$ cat config.mk
export PLATFORM = sky130hd
export DESIGN_NAME = lfsr_param_flat
export DESIGN_NICKNAME = d
export VERILOG_FILES = /design/src/rtl/lfsr_pkg.sv /design/src/rtl/lfsr_param_if.sv /design/src/rtl/lfsr_next.sv /design/src/rtl/lfsr_param.sv /design/src/flat_wrapper.sv
export SDC_FILE = /design/constraint.sdc
export NUM_CORES = 1
export LEC_CHECK = 0
export CAP_MARGIN = 30
export CORE_MARGIN = 8
export CORE_UTILIZATION = 37
export DETAILED_ROUTE_END_ITERATION = 12
export GPL_TIMING_DRIVEN = 0
export PLACE_DENSITY = 0.83
export SYNTH_ARGS = -nofsm -noshare
export SYNTH_HDL_FRONTEND = slang
export SYNTH_SLANG_ARGS = --single-unit
export TNS_END_PERCENT = 20
$ cat constraint.sdc
create_clock -name clock -period 2.35 [get_ports clock]
set_input_delay 0.3525 -clock clock [delete_from_list [all_inputs] [get_ports clock]]
set_output_delay 0.3525 -clock clock [all_outputs]
set_load 0.05 [all_outputs]
$ cat src/rtl/lfsr_pkg.sv
// lfsr_pkg: shared constants and default maximal-length tap masks for lfsr_param.
package lfsr_pkg;
  localparam int MODE_FIBONACCI = 0;
  localparam int MODE_GALOIS = 1;
  localparam int WIDTH_MIN = 3;
  localparam int WIDTH_MAX = 32;
  function automatic logic [31:0] default_taps(input int w);
    case (w)
      3: return 32'h6;
      4: return 32'hC;
      5: return 32'h14;
      6: return 32'h30;
      7: return 32'h60;
      8: return 32'hB8;
      9: return 32'h110;
      10: return 32'h240;
      11: return 32'h500;
      12: return 32'h829;
      13: return 32'h100D;
      14: return 32'h2015;
      15: return 32'h6000;
      16: return 32'hD008;
      17: return 32'h12000;
      18: return 32'h20400;
      19: return 32'h40023;
      20: return 32'h90000;
      21: return 32'h140000;
      22: return 32'h300000;
      23: return 32'h420000;
      24: return 32'hE10000;
      25: return 32'h1200000;
      26: return 32'h2000023;
      27: return 32'h4000013;
      28: return 32'h9000000;
      29: return 32'h14000000;
      30: return 32'h20000029;
      31: return 32'h48000000;
      32: return 32'h80200003;
      default: return 32'h0;
    endcase
  endfunction
endpackage

$ cat src/rtl/lfsr_param_if.sv
// lfsr_param_if: control, seed/taps and status bundle for lfsr_param.
interface lfsr_param_if #(parameter int WIDTH = 8);
  logic enable;
  logic load;
  logic [WIDTH-1:0] reset_value;
  logic [WIDTH-1:0] taps;
  logic [WIDTH-1:0] computed_value;
  logic lockup;
  logic [WIDTH-1:0] period_length;
  logic period_valid;
  modport master(output enable, load, reset_value, taps,
                 input computed_value, lockup, period_length, period_valid);
  modport slave(input enable, load, reset_value, taps,
                output computed_value, lockup, period_length, period_valid);
endinterface

$ cat src/rtl/lfsr_next.sv
// lfsr_next: combinational one-step successor for a Fibonacci or Galois LFSR.
module lfsr_next
  import lfsr_pkg::*;
#(
  parameter int WIDTH = 8,
  parameter int MODE = MODE_FIBONACCI
) (
  input  logic [WIDTH-1:0] state,
  input  logic [WIDTH-1:0] taps,
  output logic [WIDTH-1:0] next
);
  logic m;
  // Galois ignores taps[WIDTH-1]: the x^WIDTH term is implied by the shift-out bit.
  always_comb begin
    m = state[WIDTH-1];
    next = (MODE == MODE_GALOIS) ?
           ({state[WIDTH-2:0], m} ^ ({WIDTH{m}} & {taps[WIDTH-2:0], 1'b0})) :
           {state[WIDTH-2:0], ^(state & taps)};
  end
endmodule

$ cat src/rtl/lfsr_param.sv
// lfsr_param: parametrised LFSR with seed load, lock-up recovery and an optional
// period counter enabled by defining LFSR_PERIOD_CNT_EN.
module lfsr_param
  import lfsr_pkg::*;
#(
  parameter int WIDTH = 8,
  parameter int MODE = MODE_FIBONACCI,
  parameter logic [WIDTH-1:0] RESET_VALUE = '1
) (
  input logic clock,
  input logic reset,
  lfsr_param_if.slave bus
);
  logic [WIDTH-1:0] state_q, state_d, step;
  logic lock, recover;
  lfsr_next #(.WIDTH(WIDTH), .MODE(MODE)) u_next (
    .state(state_q),
    .taps(bus.taps),
    .next(step)
  );
  // A zero state can never leave itself, so an enabled step reseeds instead.
  always_comb begin
    lock = (state_q == '0);
    recover = bus.enable && !bus.load && lock;
    state_d = bus.load ? bus.reset_value :
              recover ? RESET_VALUE :
              bus.enable ? step : state_q;
  end
  always_ff @(posedge clock or negedge reset)
    if (!reset) state_q <= RESET_VALUE;
    else state_q <= state_d;
  assign bus.computed_value = state_q;
  assign bus.lockup = lock;
`ifdef LFSR_PERIOD_CNT_EN
  logic [WIDTH-1:0] start_q, start_d, count_q, count_d, plen_q, plen_d;
  logic pvalid_q, pvalid_d, wrap;
  // Period ends when the next state returns to the state captured at (re)start.
  always_comb begin
    wrap = bus.enable && !bus.load && !lock && (step == start_q);
    start_d = bus.load ? bus.reset_value : recover ? RESET_VALUE : start_q;
    count_d = (bus.load || recover || wrap) ? '0 :
              bus.enable ? count_q + WIDTH'(1) : count_q;
    plen_d = wrap ? count_q + WIDTH'(1) : plen_q;
    pvalid_d = wrap;
  end
  always_ff @(posedge clock or negedge reset)
    if (!reset) begin
      start_q <= RESET_VALUE;
      count_q <= '0;
      plen_q <= '0;
      pvalid_q <= 1'b0;
    end else begin
      start_q <= start_d;
      count_q <= count_d;
      plen_q <= plen_d;
      pvalid_q <= pvalid_d;
    end
  assign bus.period_length = plen_q;
  assign bus.period_valid = pvalid_q;
`else
  assign bus.period_length = '0;
  assign bus.period_valid = 1'b0;
`endif
endmodule

$ cat src/flat_wrapper.sv
// flat-port wrapper written by rule: the top's interface ports become plain ports
module lfsr_param_flat import lfsr_pkg::*;
#(
  parameter int WIDTH = 8,
  parameter int MODE = MODE_FIBONACCI,
  parameter logic [WIDTH-1:0] RESET_VALUE = '1
)
  (clock, reset, bus_enable, bus_load, bus_reset_value, bus_taps, bus_computed_value, bus_lockup, bus_period_length, bus_period_valid);
  lfsr_param_if #(.WIDTH(WIDTH)) bus_i ();
  input logic clock;
  input logic reset;
  input wire logic [$bits(bus_i.enable)-1:0] bus_enable;
  input wire logic [$bits(bus_i.load)-1:0] bus_load;
  input wire logic [$bits(bus_i.reset_value)-1:0] bus_reset_value;
  input wire logic [$bits(bus_i.taps)-1:0] bus_taps;
  output wire logic [$bits(bus_i.computed_value)-1:0] bus_computed_value;
  output wire logic [$bits(bus_i.lockup)-1:0] bus_lockup;
  output wire logic [$bits(bus_i.period_length)-1:0] bus_period_length;
  output wire logic [$bits(bus_i.period_valid)-1:0] bus_period_valid;
  assign bus_i.enable = bus_enable;
  assign bus_i.load = bus_load;
  assign bus_i.reset_value = bus_reset_value;
  assign bus_i.taps = bus_taps;
  assign bus_computed_value = bus_i.computed_value;
  assign bus_lockup = bus_i.lockup;
  assign bus_period_length = bus_i.period_length;
  assign bus_period_valid = bus_i.period_valid;
  lfsr_param #(.WIDTH(WIDTH), .MODE(MODE), .RESET_VALUE(RESET_VALUE)) u_core (.clock(clock), .reset(reset), .bus(bus_i));
endmodule
# Word level (Yosys, flattened, before mapping)

Cells that the tools add are included.

Memory bits (read-only): 0
Memories kept: 0
Flip-flop bits (word level): 8
Output and inout port bits: 18
Bits in writable memories: 0
Bits in latches: 0

Bitwise gates (word level): 1
Equal/unequal tests: 0
Reduce and logical (&&, ||, !) cells: 6
$add $sub $neg: 0
Divide/modulo/power cells: 0
Mux-type cells: 3
Shift-type cells: 0
Magnitude comparators: 0
Multipliers: 0

Operators with widths:

| operator            | count |
|---|---|
| $mux W8             | 3 |
| $and A8 B8 Y8       | 1 |
| $logic_not A8 Y1    | 1 |
| $reduce_xor A8 Y1   | 1 |
| $reduce_bool A3 Y1  | 1 |
| $logic_and A1 B1 Y1 | 2 |
| $logic_not A1 Y1    | 1 |

# Logic depth before layout (Yosys ltp)

Word-level depth: 5
Depth in mapped cells: 5

# By module

From an unflattened synthesis, not the netlist that was laid out.

Cells, all modules: 63
Area total of the unflattened synthesis: 624.3 um^2

Modules (own cells, without submodules):

| module     | cells an instance | times used | sequential area each (um^2) | area an instance (um^2) |
|---|---|---|---|---|
| lfsr_param | 41                | 1          | 210.2                       | 480.5 |
| lfsr_next  | 22                | 1          | 0.0                         | 143.9 |

# Least setup slack after synthesis

Ideal clock, no wire load.

Path type: register -> output
Start point: reg u_core.state_q[3], in the netlist u_core.bus.computed_value[3]
End point: out bus_lockup
Required time: 1.997 ns
Cell stages (with the launch flop): 3
Buffers on the path: 0
Slack: 0.285 ns
Data arrival time: 1.713 ns
Cell sequence: dfstp_2 > or4_4 > nor2_1

Cells in the longest elaborated chain, start to end: 1

Ends and longest elaborated chain:

| what                   | line               | RTL |
|---|---|---|
| from (decl)            | lfsr_param.sv:14   | `logic [WIDTH-1:0] state_q, state_d, step;` |
| from (signal assigned) | lfsr_param.sv:31   | `else state_q <= state_d;` |
| $logic_not A8 Y1       | lfsr_param.sv:23   | `lock = (state_q == '0);` |
| to (decl)              | flat_wrapper.sv:17 | `output wire logic [$bits(bus_i.lockup)-1:0] bus_lockup;` |

Every way passes these cells.

# Worst setup path in the final report

Same ends and word-level chain as after synthesis.

==> run_results.csv <==
group,metric,value,unit
outcome,status,"complete, no violations",
worst_setup_path,worst-path-max-fanout,5,
power_and_ir_drop,pwr-share-clk,18.1,%
sta,slew_violations,0,
floorplan,rows,14,
worst_setup_path,cp.required,2.00,ns
clock_tree,numCtsBuffers,3,
routing,routed_via_density,4.47,
power_and_ir_drop,p_switching,0.213,mW
cells_and_area,seq_area,210,µm²
power_and_ir_drop,p_per_area,604,nW/µm²
cells_and_area,area_growth,58.0,%
cells_and_area,largest_reg_flops,8,
worst_setup_path,startpoint_type,"flip-flop",
sta,fin_worst_skew,0.00146,ns
floorplan,ios,38,
yosys,avgSynthCellArea,8.80,µm²
worst_setup_path,cp.arrival,1.84,ns
power_and_ir_drop,leakage,0.380,nW
worst_setup_path,regToRegStartpoint,"u_core.bus.computed_value[3]",
yosys,synth_top_cell_by_area,"dfstp_2",
routing,dr.pass1.iters,3,
global_route,grt.overflow.total,0,
clock_tree,ctsHoldBuffers,0,
yosys,ys_seq_elements,8,
floorplan,start_util,38.9,%
routing,ant_nets,0,
sta,max_clock_freq,0.455,GHz
clock_tree,cts.path.max_buffers,2,
sta,setup_violations,0,
clock_tree,clock_sinks,8,
power_and_ir_drop,seq_power_share,34.8,%
worst_setup_path,crit_type,"flip-flop to primary output",
routing,post_drt_wl_per_cell,12.4,µm
sta,fin_crit_sh,93.5,%
placed_design,routabilityCongestion,0.746,
clock_tree,cts_tree,"built",
worst_setup_path,endpoint_kind,"primary output",
power_and_ir_drop,comb_power_share,47.1,%
floorplan,die_x,55.3,µm
global_route,grt_max_degree,11,
power_and_ir_drop,intPower,0.332,mW
routing,post-route-drc-count,0,
yosys,ys.warnings.count,0,
clock_tree,cts_root_buffer,"clkbuf_4",
yosys,synth_area_leaders,"dfstp_2, buf_4, nand2_1",
floorplan,die_y,55.3,µm
power_and_ir_drop,ir_drop,322,µV
routing,via_count,527,
placed_design,port_buffers,26,
job,cap_viol_max_count,0,
yosys,netlist.area_leader.share,36.8,%
yosys,synth_cells,65,
worst_setup_path,startpoint,"u_core.bus.computed_value[3]",
global_route,grt_pass1_wl,2470,µm
yosys,synth-seq-area-share,36.8,%
min_path,hp-class,"input port to flip-flop",
clock_tree,clk_pin_slew_worst_paths,0.05,ns
clock_tree,post_cts_buffers,0,
cells_and_area,fillCellCount,136,
sta,tightestPinTransition,0.503,ns
min_path,hold_start,"bus_load",
yosys,synth_cell_types,18,
clock_tree,post_cts_resize_count,1,
floorplan,die-area,3060,µm²
routing,drt_iter0_markers,4,
power_and_ir_drop,swShare,39.1,%
sta,layout_min_cycle_time,2.20,ns
yosys,netlist_area,572,µm²
global_route,antenna_found_initial,0,
cells_and_area,drive_gt1_share,28.4,%
clock_tree,cts_htree_levels,1,
cells_and_area,multi_input_area,308,µm²
placed_design,hpwl,1210,µm
floorplan,core-area,1470,µm²
cells_and_area,final_nets,124,
routing,totalWireLength,1470,µm
global_route,grtUsageTotal,9.42,%
sta,setup_tns,0,ns
clock_tree,insertion_delay,0.24,ns
sta,rsz0062_at_grt,"no",
sta,finalHoldViolations,0,
sta,holdWs,0.495,ns
sta,relSlewSlack,66.4,%
global_route,grt_pass1_vias,558,
cells_and_area,diodes,0,
through the flow:
| step | setup slack (ns) | cells | utilization, % | power, mW | instance area, µm² |
|---|---|---|---|---|---|
| floorplan | 0.285 | 73 | - | 0.370 | 602 |
| global placement | 0.137 | 115 | 59.9 | 0.445 | 882 |
| detailed placement | 0.139 | 115 | 59.9 | 0.448 | 882 |
| CTS | 0.152 | 118 | 61.4 | 0.550 | 903 |
| global route | 0.0713 | 118 | 61.4 | 0.575 | 903 |
| finish | 0.154 | 118 | 61.4 | 0.545 | 903 |
routing by layer:
layer / up-vias / track usage (%) / part of all wire [%]
met5: - / 0 / 0
met4: 0 / 4.23 / 0
met3: 0 / 2.74 / 5.9
met2: 17 / 16.7 / 50
met1: 230 / 9.96 / 44
li1: 280 / - / -
cells in the mapped netlist, drive strengths merged:
library cell / number
o21ai: 8
or4: 2
clkbuf: 2
a21oi: 1
o22ai: 7
conb: 1
nor3: 1
nand2: 15
buf: 10
xnor2: 6
dfstp: 8
xor2: 1
nor2: 1
o31a: 1
inv: 1
path summary, 6_finish.rpt:
kind | slack [ns] | cells past startpoint | to
setup / recovery | 0.15 | 3 | bus_lockup
hold / removal | 0.49 | 2 | u_core.bus.computed_value[4]
setup reg to reg | 0.78 | 4 | u_core.bus.computed_value[5]
hold reg to reg | 0.57 | 2 | u_core.bus.computed_value[7]
max in group asynchronous | 1.68 | 1 | u_core.bus.computed_value[4]
min in group asynchronous | 0.64 | 1 | u_core.bus.computed_value[0]
kinds of logic (layout without fill, tap and decap cells):
group,count (synthesis),after routing,synth area share (%)
AND/OR/NAND/NOR,19,19,15.3
buffers and inverters,13,42,14.7
other,1,9,0.656
AO/OA/AOI/OAI,17,17,21.9
XOR/XNOR,7,7,10.7
flip-flops,8,8,36.8
critical path, stage by stage, from the launching register on:
cell,delay (ns)
dfstp_2,0.39
or4_4,0.55
nor2_1,0.12
dlygate4sd2_1,0.54
power groups by stage:
stage,combinational (mW),sequential (mW),clock [mW]
2_1_floorplan,0.123,0.247,0
3_5_place_dp,0.257,0.191,0
6_report,0.257,0.190,0.0984
5_1_grt,0.273,0.192,0.110
3_3_place_gp,0.254,0.190,0
4_1_cts,0.258,0.189,0.102
cell type report:
type	instances	share of cell area, %
Buffer	12	8.86
Clock buffer	3	2.49
Inverter	1	0.416
Multi-Input combinational cell	52	34.1
Sequential cell	8	23.3
Tap cell	16	2.22
Timing Repair Buffer	26	28.7
layout by cell type (no fill, tap or decap), drive strengths merged:
cell type       n
a21oi           1
buf            10
clkbuf          5
clkdlybuf4s50  25
conb            9
dfstp           8
dlygate4sd2     1
inv             1
nand2          15
nor2            1
nor3            1
o21ai           8
o22ai           7
o31a            1
or4             2
xnor2           6
xor2            1
No activity file was read; power rests on OpenSTA's default activity.
==> RTL edit (config.mk and constraints unchanged) <==
The option `LFSR_PERIOD_CNT_EN` is turned on by a define.
--- a/src/rtl/lfsr_param.sv
+++ b/src/rtl/lfsr_param.sv
@@ -1,4 +1,6 @@
 // lfsr_param: parametrised LFSR with seed load, lock-up recovery and an optional
 // period counter enabled by defining LFSR_PERIOD_CNT_EN.
+`define LFSR_PERIOD_CNT_EN
+
 module lfsr_param
   import lfsr_pkg::*;
Check against the original RTL: not equivalent (a bounded check fails within 4 cycles, from zero or initial values and one cycle with reset low).
==> RTL edit against the unedited design <==
  * Count of clock-buffer cells in the layout increased by 4
  * Total power increased to 3.0 times the old value
  * Design area grew to 2.8 times the old value
  * Fmax is 2.9% lower
  * Area after synthesis rose to 3.3 times the old value
  * Wire length grew to 3.3 times the old value
  * Sequential cell count is 25 higher
  * Worst setup slack lost 0.065 ns
  * Critical path type unchanged
  * Largest cell class is now multi-input gates
==> RTL edit: results (changes against the unedited design) <==
Gpl congestion - 0.8230 (was 0.7463)
Worst-Skew Late Latency - 0.29 ns (was 0.24 ns)
Synth top cells by count - nand2_1, dfrtp_1, nand2b_1, o21ai_0, dfstp_2 (was nand2_1, buf_4, dfstp_2)
Post-DP HPWL - 3445 um (was 1205 um)
Root buffer cell - clkbuf_8 (was clkbuf_4)
Max Fclk - 442.2 MHz (was 455.4 MHz)
Seq power - 671 uW (was 190 uW)
Post-synth cell types - 36 (was 18)
Reg2reg setup slack - 0.17 ns (was 0.78 ns)
Layout cell share with drive strength beyond 1 - 0.1520 (was 0.2843)
Largest net degree at the start of global routing - 34 (was 11)
Adder-Cell Fraction of Synth Area - 0.006618 (was 0)
Reg2Reg Depth - 8 (was 4)
Initial DRC Count - 73 (was 4)
FF-to-FF End - u_core.count_q[4] (was u_core.bus.computed_value[5])
Crit path max fanout - 8 (was 5)
Largest cells by area after synthesis - dfrtp_1, dfstp_2, nand2_1 (was dfstp_2, buf_4, nand2_1)
Clock skew - 0.005931 ns (was 0.001461 ns)
Drt first pass iters - 4 (was 3)
Clock network power - 563 uW (was 98.4 uW)
Arrival @ worst endpoint - 1.91 ns (was 1.84 ns)
Critical Path Start - u_core.bus.computed_value[5] (was u_core.bus.computed_value[3])
Vias/cell - 5.213 (was 4.466)
Status - finished clean (unchanged)
Worst-path clk slew - 0.07 ns (was 0.05 ns)
Ys flop type - dfrtp_1 (was dfstp_2)
Slowest cell on the critical path - or4_1 (was or4_4)
Port bufs - 37 (was 26)
VDD IR max - 562.1 uV (was 321.6 uV)
Drt wl/cell - 15.16 um (was 12.42 um)
Slew margin rel. - 0.5217 (was 0.6638)
Sequential area share after synthesis - 0.4474 (was 0.3676)
Power Dens Cells - 658.3 mW/mm^2 (was 603.5 mW/mm^2)
Pre-CTS WS - -0.5282 ns (was 0.1386 ns)
Synth Area in XOR/XNOR - 0.1112 (was 0.1072)
Met1 Usage GRT - 0.1664 (was 0.09960)
Fillers - 502 (was 136)
Synth Area in Compound Gates - 0.1085 (was 0.2188)
Cells after Synth - 205 (was 65)
Hold/Removal Path Class - input pin to async pin (was input pin to flip-flop)
Internal Power - 1152 uW (was 332.3 uW)
Htree depth - 2 (was 1)
GRT Util Overall - 0.1363 (was 0.09420)
Grt met2 use - 0.2307 (was 0.1667)
Lkg Pwr - 0.001016 uW (was 0.0003799 uW)
Non-filler cells in the finished layout - 320 (was 118)
Final nets - 270 (was 124)
Vias in the first global route - 1632 (was 558)
## RTL edit: changes by cell type in the layout (fill, tap and decap cells not counted), sizes merged, moves of 7 or more
| cell | unedited run | this run |
|---|---|---|
| clkdlybuf4s50 | 25 | 35 |
| nand3 | 0 | 8 |
| o22ai | 7 | 0 |
| dfstp | 8 | 16 |
| xor2 | 1 | 11 |
| nand2 | 15 | 31 |
| dfrtp | 0 | 17 |
| nor2 | 1 | 14 |
| clkbuf | 5 | 15 |
| nand2b | 0 | 17 |
| conb | 9 | 0 |
| o21ai | 8 | 31 |
## RTL edit: layout make-up
cell class / instances / share of cell area
inverter: 2 / 0.003009
sequential: 33 / 0.3390
multi-input combinational: 158 / 0.4007
clock inverter: 1 / 0.01204
clock buffer: 7 / 0.03460
buffer: 11 / 0.02407
tap: 70 / 0.03511
timing repair buffer: 38 / 0.1515
## RTL edit: layer usage
metal | wire, um | part of all wire
met5 | 0 | 0
met4 | 59 | 0.012
met3 | 334 | 0.069
met2 | 2450 | 0.51
met1 | 2007 | 0.41
## RTL edit: through the flow
stage | area (um^2) | util
floorplan | 1891 | -
global placement | 2349 | 0.4688
detailed placement | 2344 | 0.4678
CTS | 2490 | 0.4970
global route | 2495 | 0.4980
finish | 2495 | 0.4980
## RTL edit: what timing repair did
action,CTS,global route
endpoints found under the hold margin,0,0
resized for setup,13,2
setup buffers,1,0
setup endpoints to repair,4,2
pin swaps,0,1
## RTL edit: critical path, delay by kind of cell (launching register included)
| family | cells | cell delay, ns |
|---|---|---|
| buf+inv | 3 | 0.35 |
| flops | 1 | 0.40 |
| simple gates | 2 | 0.87 |
